--- config.mk ---
export PLATFORM = sky130hd
export DESIGN_NAME = simon_sequencer
export DESIGN_NICKNAME = d
export VERILOG_FILES = /design/src/rtl/simon_sequencer.sv
export SDC_FILE = /design/constraint.sdc
export NUM_CORES = 1
export LEC_CHECK = 0
export ABC_AREA = 1
export BUFFER_PORTS_ARGS = -buffer_cell sky130_fd_sc_hd__buf_4
export CAP_MARGIN = 15
export CORE_UTILIZATION = 42
export CTS_CLUSTER_DIAMETER = 100
export DETAILED_ROUTE_END_ITERATION = 12
export SETUP_SLACK_MARGIN = 0.05
export SLEW_MARGIN = 10
export SYNTH_ARGS = -nofsm -noshare
export SYNTH_HDL_FRONTEND = slang
export SYNTH_SLANG_ARGS = --single-unit
--- constraint.sdc ---
create_clock -name clock -period 2.85 [get_ports clock]
set_input_delay 0.1425 -clock clock [delete_from_list [all_inputs] [get_ports clock]]
set_output_delay 0.1425 -clock clock [all_outputs]
set_load 0.01 [all_outputs]
--- src/rtl/simon_sequencer.sv ---
// simon_sequencer: game-level sequencer for the Simon Says board.
// Each round adds one random direction to the stored sequence. The whole
// sequence is then played back as timed highlight requests. After that the
// player's clicks are checked one element at a time against the stored sequence.
// All outputs are registered decodes of the current state, so they change
// one cycle after the state does.
module simon_sequencer #(
  parameter int         MAX_LEN    = 16,
  parameter int         ON_CYCLES  = 25_000_000,
  parameter int         OFF_CYCLES = 12_500_000,
  parameter logic [7:0] LFSR_SEED  = 8'hA5
) (
  input  logic                         clock,
  input  logic                         reset,
  input  logic                         begin_signal,
  input  logic                         clicked,
  input  logic [1:0]                   direction,
  output logic                         show_valid,
  output logic [1:0]                   show_dir,
  output logic [$clog2(MAX_LEN+1)-1:0] level,
  output logic                         busy,
  output logic                         game_over,
  output logic                         win
);

  // len counts 0..MAX_LEN, idx addresses 0..MAX_LEN-1.
  localparam int LW   = $clog2(MAX_LEN + 1);
  localparam int IW   = $clog2(MAX_LEN);
  // One shared down-counter serves both the highlight and the dark gap.
  localparam int TMAX = (ON_CYCLES > OFF_CYCLES) ? ON_CYCLES : OFF_CYCLES;
  localparam int TW   = (TMAX > 1) ? $clog2(TMAX) : 1;

  localparam logic [TW-1:0] ON_LOAD  = TW'(ON_CYCLES - 1);
  localparam logic [TW-1:0] OFF_LOAD = TW'(OFF_CYCLES - 1);
  localparam logic [LW-1:0] LEN_MAX  = LW'(MAX_LEN);

  typedef enum logic [2:0] {
    ST_IDLE,
    ST_ADD,
    ST_SHOW_ON,
    ST_SHOW_OFF,
    ST_WAIT_IN,
    ST_WAIT_REL,
    ST_FAIL,
    ST_WIN
  } state_t;

  state_t          state_q, state_d;
  logic [7:0]      lfsr_q, lfsr_d;
  logic            clk_q, clk_d;
  logic            beg_q, beg_d;
  logic [IW-1:0]   idx_q, idx_d;
  logic [LW-1:0]   len_q, len_d;
  logic [TW-1:0]   timer_q, timer_d;

  // Sequence store. Its contents are don't-care after reset, so it has no reset.
  logic [1:0]      mem_q [MAX_LEN];
  logic            mem_we;
  logic [IW-1:0]   mem_waddr;

  logic            show_valid_q, show_valid_d;
  logic [1:0]      show_dir_q, show_dir_d;
  logic [LW-1:0]   level_q, level_d;
  logic            busy_q, busy_d;
  logic            game_over_q, game_over_d;
  logic            win_q, win_d;

  logic            press;
  logic            start;
  logic            lfsr_fb;
  logic [1:0]      cur_dir;
  logic [LW-1:0]   idx_ext;
  logic [LW-1:0]   last_idx;

  assign press    = clicked & ~clk_q;
  assign start    = begin_signal & ~beg_q;
  // Fibonacci feedback from taps 8,6,5,4, which are bits 7,5,4,3.
  assign lfsr_fb  = lfsr_q[7] ^ lfsr_q[5] ^ lfsr_q[4] ^ lfsr_q[3];
  assign cur_dir  = mem_q[idx_q];
  assign idx_ext  = LW'(idx_q);
  assign last_idx = len_q - LW'(1);

  // Control state registers. Asynchronous reset puts the game back to IDLE.
  always_ff @(posedge clock or posedge reset) begin
    if (reset) begin
      state_q <= ST_IDLE;
      lfsr_q  <= LFSR_SEED;
      clk_q   <= 1'b0;
      beg_q   <= 1'b0;
      idx_q   <= '0;
      len_q   <= '0;
      timer_q <= '0;
    end else begin
      state_q <= state_d;
      lfsr_q  <= lfsr_d;
      clk_q   <= clk_d;
      beg_q   <= beg_d;
      idx_q   <= idx_d;
      len_q   <= len_d;
      timer_q <= timer_d;
    end
  end

  // Sequence store write port. Only the ADD state appends an entry.
  always_ff @(posedge clock) begin
    if (mem_we) begin
      mem_q[mem_waddr] <= lfsr_q[1:0];
    end
  end

  // Next-state logic: LFSR, edge detectors and the game FSM.
  always_comb begin
    state_d   = state_q;
    idx_d     = idx_q;
    len_d     = len_q;
    timer_d   = timer_q;
    mem_we    = 1'b0;
    mem_waddr = IW'(len_q);
    // The LFSR and the edge-detect history run in every state.
    lfsr_d    = {lfsr_q[6:0], lfsr_fb};
    clk_d     = clicked;
    beg_d     = begin_signal;

    case (state_q)
      ST_IDLE: begin
        if (start) begin
          len_d   = '0;
          state_d = ST_ADD;
        end
      end

      ST_ADD: begin
        // len < MAX_LEN here: WAIT_REL goes to WIN instead of ADD at full length.
        mem_we  = 1'b1;
        len_d   = len_q + LW'(1);
        idx_d   = '0;
        timer_d = ON_LOAD;
        state_d = ST_SHOW_ON;
      end

      ST_SHOW_ON: begin
        if (timer_q == '0) begin
          timer_d = OFF_LOAD;
          state_d = ST_SHOW_OFF;
        end else begin
          timer_d = timer_q - TW'(1);
        end
      end

      ST_SHOW_OFF: begin
        if (timer_q == '0) begin
          if (idx_ext == last_idx) begin
            idx_d   = '0;
            state_d = ST_WAIT_IN;
          end else begin
            idx_d   = idx_q + IW'(1);
            timer_d = ON_LOAD;
            state_d = ST_SHOW_ON;
          end
        end else begin
          timer_d = timer_q - TW'(1);
        end
      end

      ST_WAIT_IN: begin
        // Only a rising edge counts. A button held on entry to WAIT_IN is not a press.
        if (press) begin
          if (direction != cur_dir) begin
            state_d = ST_FAIL;
          end else begin
            state_d = ST_WAIT_REL;
          end
        end
      end

      ST_WAIT_REL: begin
        if (!clicked) begin
          if (idx_ext < last_idx) begin
            idx_d   = idx_q + IW'(1);
            state_d = ST_WAIT_IN;
          end else if (len_q == LEN_MAX) begin
            state_d = ST_WIN;
          end else begin
            state_d = ST_ADD;
          end
        end
      end

      ST_FAIL, ST_WIN: begin
        // start takes priority here. A press in the same cycle is not looked at.
        if (start) begin
          len_d   = '0;
          state_d = ST_ADD;
        end
      end

      default: begin
        state_d = ST_IDLE;
      end
    endcase
  end

  // Moore output decode from the current state, registered below.
  always_comb begin
    show_valid_d = 1'b0;
    show_dir_d   = 2'b00;
    level_d      = len_q;
    busy_d       = 1'b1;
    game_over_d  = 1'b0;
    win_d        = 1'b0;
    case (state_q)
      ST_SHOW_ON: begin
        show_valid_d = 1'b1;
        show_dir_d   = cur_dir;
      end
      ST_IDLE: begin
        busy_d = 1'b0;
      end
      ST_FAIL: begin
        busy_d      = 1'b0;
        game_over_d = 1'b1;
      end
      ST_WIN: begin
        busy_d      = 1'b0;
        game_over_d = 1'b1;
        win_d       = 1'b1;
      end
      default: begin
      end
    endcase
  end

  // Output registers. They clear at the moment reset is asserted.
  always_ff @(posedge clock or posedge reset) begin
    if (reset) begin
      show_valid_q <= 1'b0;
      show_dir_q   <= 2'b00;
      level_q      <= '0;
      busy_q       <= 1'b0;
      game_over_q  <= 1'b0;
      win_q        <= 1'b0;
    end else begin
      show_valid_q <= show_valid_d;
      show_dir_q   <= show_dir_d;
      level_q      <= level_d;
      busy_q       <= busy_d;
      game_over_q  <= game_over_d;
      win_q        <= win_d;
    end
  end

  assign show_valid = show_valid_q;
  assign show_dir   = show_dir_q;
  assign level      = level_q;
  assign busy       = busy_q;
  assign game_over  = game_over_q;
  assign win        = win_q;

endmodule

; After elaboration in Yosys (flattened, before gate mapping)
; Memory sizes are Yosys's and may differ from the RTL's.
; Index checks and enable logic that the tools add are counted.
[totals]
n_memories = 1
out_inout_bits = 11
rom_bits = 0
elab_cells = 83
ramBits = 32
ff_bits = 58
input_bits = 6
latchBits = 0
[classes]
n_lt_le_gt_ge = 1
multipliers = 0
reduce_logical = 11
div_mod_pow = 0
bitwise = 7
n_mux = 29
shifts = 0
eq_ne = 17
add_sub_neg = 4
[memory_table]
columns = memory, words, word_bits, rd, rd_ports_with_merged_regs, wr, line_no
row1 = mem_q, 16, 2, 1, 0, 1, 57  ; logic [1:0] mem_q [MAX_LEN];
[ops]
columns = cell, count
row1 = 2-to-1 mux 25 bit, 3
row2 = case mux 25 bit (3 select lines), 1
row3 = zero test 25 bit, 1
row4 = subtractor 25 x 1 -> 25 bit (second input constant), 1
row5 = 2-to-1 mux 3 bit, 8
row6 = case mux 3 bit (6 select lines), 1
row7 = 2-to-1 mux 4 bit, 4
row8 = == test 3 bit (second input constant), 4
row9 = case mux 4 bit (3 select lines), 1
row10 = inequality test 2 bit (second input constant), 5
row11 = case mux 5 bit (2 select lines), 1
row12 = 2-to-1 mux 1 bit, 7
row13 = == test 3 x 2 -> 1 bit (second input constant), 2
row14 = nonzero test 3 bit, 2
row15 = adder 5 x 1 -> 5 bit (second input constant), 1
row16 = == test 4 x 5 -> 1 bit, 1
row17 = == test 5 bit (second input constant), 1
row18 = < comparator 4 x 5 -> 1 bit, 1
row19 = 2-to-1 mux 5 bit, 1
row20 = AND reduction 5 bit, 1
row21 = subtractor 5 x 1 -> 5 bit (second input constant), 1
row22 = adder 4 x 1 -> 4 bit (second input constant), 1
row23 = 2-to-1 mux 2 bit, 2
row24 = AND reduction 2 bit, 2
row25 = 12 further kinds, 16

; Longest topological paths before layout
[logic_depth]
word_depth = 5
ltp_mapped = 14
mapped_depth_nobuf = 13

; Worst setup path before layout
; OpenSTA, ideal clock, no wires.
[synth_timing]
kind = register to register
start = reg len_q[0]
end = reg idx_q[0]
path_stages_with_launch = 14
setup_ns = 0.128
required_time_ns = 2.722
period_less_slack_ns = 2.155
slack_ns = 0.695
t_arrival_ns = 2.026
n_path_buf = 0
path_cell_list = dfrtp_1 inv_1 ha_1 xnor2_1 ha_1 a21o_1 a21oi_1 nand2_1 nand2_1 nand2_1 nand2_1 nand3_1 a21oi_1 a21oi_1
[synth_via]
elab_chain_cells = 5
word_cells_on_any_way = 8
classes_between = add/sub: 1 / order compare: 1 / eq/ne: 2 / mux: 3 / reduce/logical: 1
[synth_rtl]
columns = element, line_no
row1 = start: declaration, 53  ; logic [LW-1:0] len_q, len_d;
row2 = start signal: assignment, 99  ; len_q <= len_d;
row3 = subtractor 5 x 1 -> 5 bit (*), 81  ; assign last_idx = len_q - LW'(1);
row4 = "parallel branches: the longest is 4 deep, another holds < comparator 4 x 5 -> 1 bit", -
row5 = end signal: assignment, 98  ; idx_q <= idx_d;
row6 = end: declaration, 52  ; logic [IW-1:0] idx_q, idx_d;
; Mark *: on every way between the ends. The select of a mux whose other input is x is not followed.
; A chain may end at the register's enable or synchronous reset.

; Final worst setup path
[layout_timing]
start = reg len_q[0]
end = reg timer_q[16]
[layout_via]
elab_chain_cells = 4
[layout_rtl]
columns = element, line_no
row1 = subtractor 5 x 1 -> 5 bit, 81
row2 = == test 4 x 5 -> 1 bit, 152  ; if (idx_ext == last_idx) begin
row3 = inequality test 3 bit (no source line), -
row4 = AND reduction 2 bit (no source line), -
row5 = end signal: assignment, 100  ; timer_q <= timer_d;
row6 = end: declaration, 54  ; logic [TW-1:0] timer_q, timer_d;
; No other way between the ends.

==> run_results.csv <==
group,metric,value,unit
setup_path,crit_buf_inv,2,
clock_tree,clkSinkCount,90,
synthesis,syn-cell-area,4692,um^2
setup_path,crit_top_cell,"ha_1",
timing,slew_viol_final,0,
clock_tree,cts_resized,0,
setup_path,r2r_cells,11,
setup_path,crit_type,"reg -> reg",
layout,drive_above_1_share,14.14,%
clock_tree,clk_pin_slew_worst_paths,90,ps
place,gp_congestion,0.8494,
layout,utilization,47.61,%
global_routing,overflow,0,
synthesis,syn_area_per_cell,8.641,um^2
timing,rsz0062_at_grt,"false",
timing,finalHoldViolations,0,
synthesis,ys.flop_type,"dfrtp_1",
global_routing,grt_pass1_wl,16630,um
floorplan,row_count,38,
drt,drt-pass1-iter-count,4,
setup_path,crit_slowest_cell,"dfrtp_1",
timing,setup_ws,405.3,ps
drt,wl,9995,um
pwr,pwr-share-seq,38.1,%
setup_path,r2r_start,"len_q[0]",
pwr,p_sw,2058,uW
place,hpwlAfterDp,7280,um
outcome,status,"finished clean",
layout,nets,585,
pwr,peakVddDrop,518.4,uV
timing,setup_tns,0,ps
pwr,p_sw_share,44.16,%
setup_path,reg2reg_to,"timer_q[16]",
floorplan,dieArea,11600,um^2
timing,fin_crit,2445,ps
timing,setup_violations,0,
flow_run,max_cap_violations,0,
clock_tree,htree_levels,3,
worst_hold_path,hold_path_depth,6,
pwr,p_int,2602,uW
floorplan,die_h,107.7,um
timing,maxSlewHeadroom,53.57,%
global_routing,antenna_found_initial,0,
synthesis,ys_ff_latch,90,
place,place_ws,393.3,ps
clock_tree,cts_made_buffers,9,
setup_path,worstPathArrival,2700,ps
synthesis,synth_cell_type_count,47,
setup_path,crit_chain,"inv_1, ha_1, xnor2_1, ha_1, and3_1, nand4_2, o21ai_4, buf_4, nor2_1, o21ai_0, nand2_1",
setup_path,path_delay_family,"adder cells",
timing,max_freq,0.4091,GHz
place,io_buffers,16,
synthesis,yosysSeqAreaShare,51.52,%
worst_hold_path,hold_path_end,"state_q[1]",
layout,diodes,0,
timing,tightest_slew,695.5,ps
setup_path,required,3110,ps
layout,final_cell_mix,"nand2_1, inv_1, nor2_1",
clock_tree,cts-root-buf,"clkbuf_8",
pwr,p_comb_share,43.9,%
setup_path,cpPeakStageDelay,420,ps
clock_tree,clockBufferDepth,2,
floorplan,core,10840,um^2
drt,vias,3581,
clock_tree,cts_tree,"yes",
layout,areaGrowthSynthToFinish,10.00,%
pwr,powerDensity,902.9,nW/um^2
global_routing,first_global_vias,3433,
setup_path,cp_max_fo,13,
drt,dr.first_iter.drc_count,183,
floorplan,chipWidth,107.7,um
synthesis,ys.warnings.count,0,
layout,fillerInstances,1054,
synthesis,synth_enable_flop_cells,32,
clock_tree,insertion_delay,370,ps
global_routing,grt_use_total,19.10,%
floorplan,ioPinCount,17,
timing,fin_crit_sh,85.78,%
synthesis,synth_fp_nets,560,
drt,ant_nets,0,
pwr,cellLeakagePower,0.002328,uW
global_routing,grt_max_degree,35,
worst_hold_path,hp-start,"direction[0]",
drt,vias_per_cell,5.022,
layout,final_common_cell,"nand2_1",
floorplan,initial_core_util,43.28,%
setup_path,end_kind,"register",
synthesis,async_flop_share,64.44,%
setup_path,reg2reg_slack,410,ps
worst_hold_path,hp-class,"in -> reg",
drt,drc_errors,0,
drt,wire_per_inst,14.02,um
pwr,p_clk_share,18.0,%
clock_tree,cts_setup_buffers,0,
setup_path,cp-start-kind,"register",
synthesis,syn_inst,543,
timing,fin_worst_skew,8.828,ps
## cells by family after synthesis
family                   share of synthesized area, %
buffers and inverters                           7.866
adder cells (fa/ha/maj)                         2.933
flip-flops                                      51.52
XOR/XNOR                                        2.240
AO/OA/AOI/OAI                                   6.507
AND/OR/NAND/NOR                                 28.93
## timing repair
item                                   4_1_cts  5_1_grt
hold buffers                                 3        0
endpoints found under the hold margin       31        0
setup endpoints to repair                    0        0
## routing by layer
layer	share of wire (%)	vias up	GRT usage [%]	wire, um
met1	46	1702	24.78	4646
met5	0	-	0	0
met2	48	68	31.32	4816
met3	3.8	12	3.995	384
li1	-	1799	-	-
met4	1.5	0	7.143	148
## per-stage QoR
stage	power [uW]	area (um^2)	hold WS, ps	std cells
after floorplan	3345	4692	173.9	543
after CTS	4695	5161	146.3	713
final	4660	5161	152.7	713
after global routing	5055	5161	189.8	713
after global placement	3807	4942	262.7	694
after detailed placement	3855	4942	269.9	694
## power by group through the flow
stage,Clock (uW),Combinational [uW],Sequential [uW]
2_1_floorplan,0,1610,1740
3_3_place_gp,0,2010,1800
4_1_cts,861,2060,1780
5_1_grt,920,2330,1800
3_5_place_dp,0,2060,1800
6_report,837,2050,1780
## state kept, by name, indices dropped and copies added (netlist names)
name / count
len_q: 5
show_valid: 1
timer_q: 25
show_dir: 2
clk_q: 1
win: 1
idx_q: 4
game_over: 1
lfsr_q: 8
state_q: 3
beg_q: 1
busy: 1
mem_q: 32
level: 5
## cell type report
cell class / instances / area (um^2) / area share [%]
timing repair buffer: 24 / 187.7 / 3.636
inverter: 74 / 286.5 / 5.552
clock buffer: 11 / 152.6 / 2.958
sequential: 90 / 2417 / 46.84
clock inverter: 5 / 36.28 / 0.7030
multi-input combinational: 369 / 1906 / 36.92
tap: 140 / 175.2 / 3.394
## cell usage after synthesis (2+ instances only)
library cell / n / area [um^2]
nand2_1: 140 / 525.5
inv_1: 63 / 236.5
nor2_1: 55 / 206.5
dfrtp_1: 54 / 1351
nand3_1: 44 / 220.2
edfxtp_1: 32 / 960.9
o21ai_0: 18 / 90.09
a21oi_1: 14 / 70.07
o21ai_1: 12 / 60.06
ha_1: 11 / 137.6
nand3b_1: 9 / 67.56
nand2_2: 8 / 50.05
xor2_1: 8 / 70.07
inv_2: 7 / 26.28
nor2_2: 7 / 43.79
nand4_1: 6 / 37.54
nor3_1: 6 / 30.03
dfstp_2: 4 / 105.1
nor2_4: 4 / 45.04
xnor2_1: 4 / 35.03
buf_2: 3 / 15.01
buf_6: 3 / 33.78
nand2_4: 3 / 33.78
buf_4: 2 / 15.01
o2111ai_1: 2 / 17.52
o22ai_1: 2 / 12.51
or2_2: 2 / 12.51
## worst register-to-register path, delay by kind of cell (launching register included)
kind            cells  cell delay, ps
flops               1             420
fa+ha+maj           2             580
xor+xnor            1             150
buf+inv             2             360
simple gates        4             510
compound gates      2             320
## worst max path at each step
stage / from / end / cells past startpoint / slack, ps
floorplan: len_q[0] / idx_q[0] / 13 / 700
global placement: len_q[0] / timer_q[14] / 11 / 520
detailed placement: len_q[0] / timer_q[16] / 11 / 390
CTS: len_q[0] / timer_q[16] / 11 / 380
global route: len_q[0] / idx_q[1] / 13 / 180
finish: len_q[0] / timer_q[16] / 11 / 410
(Power assumes the default switching activity.)
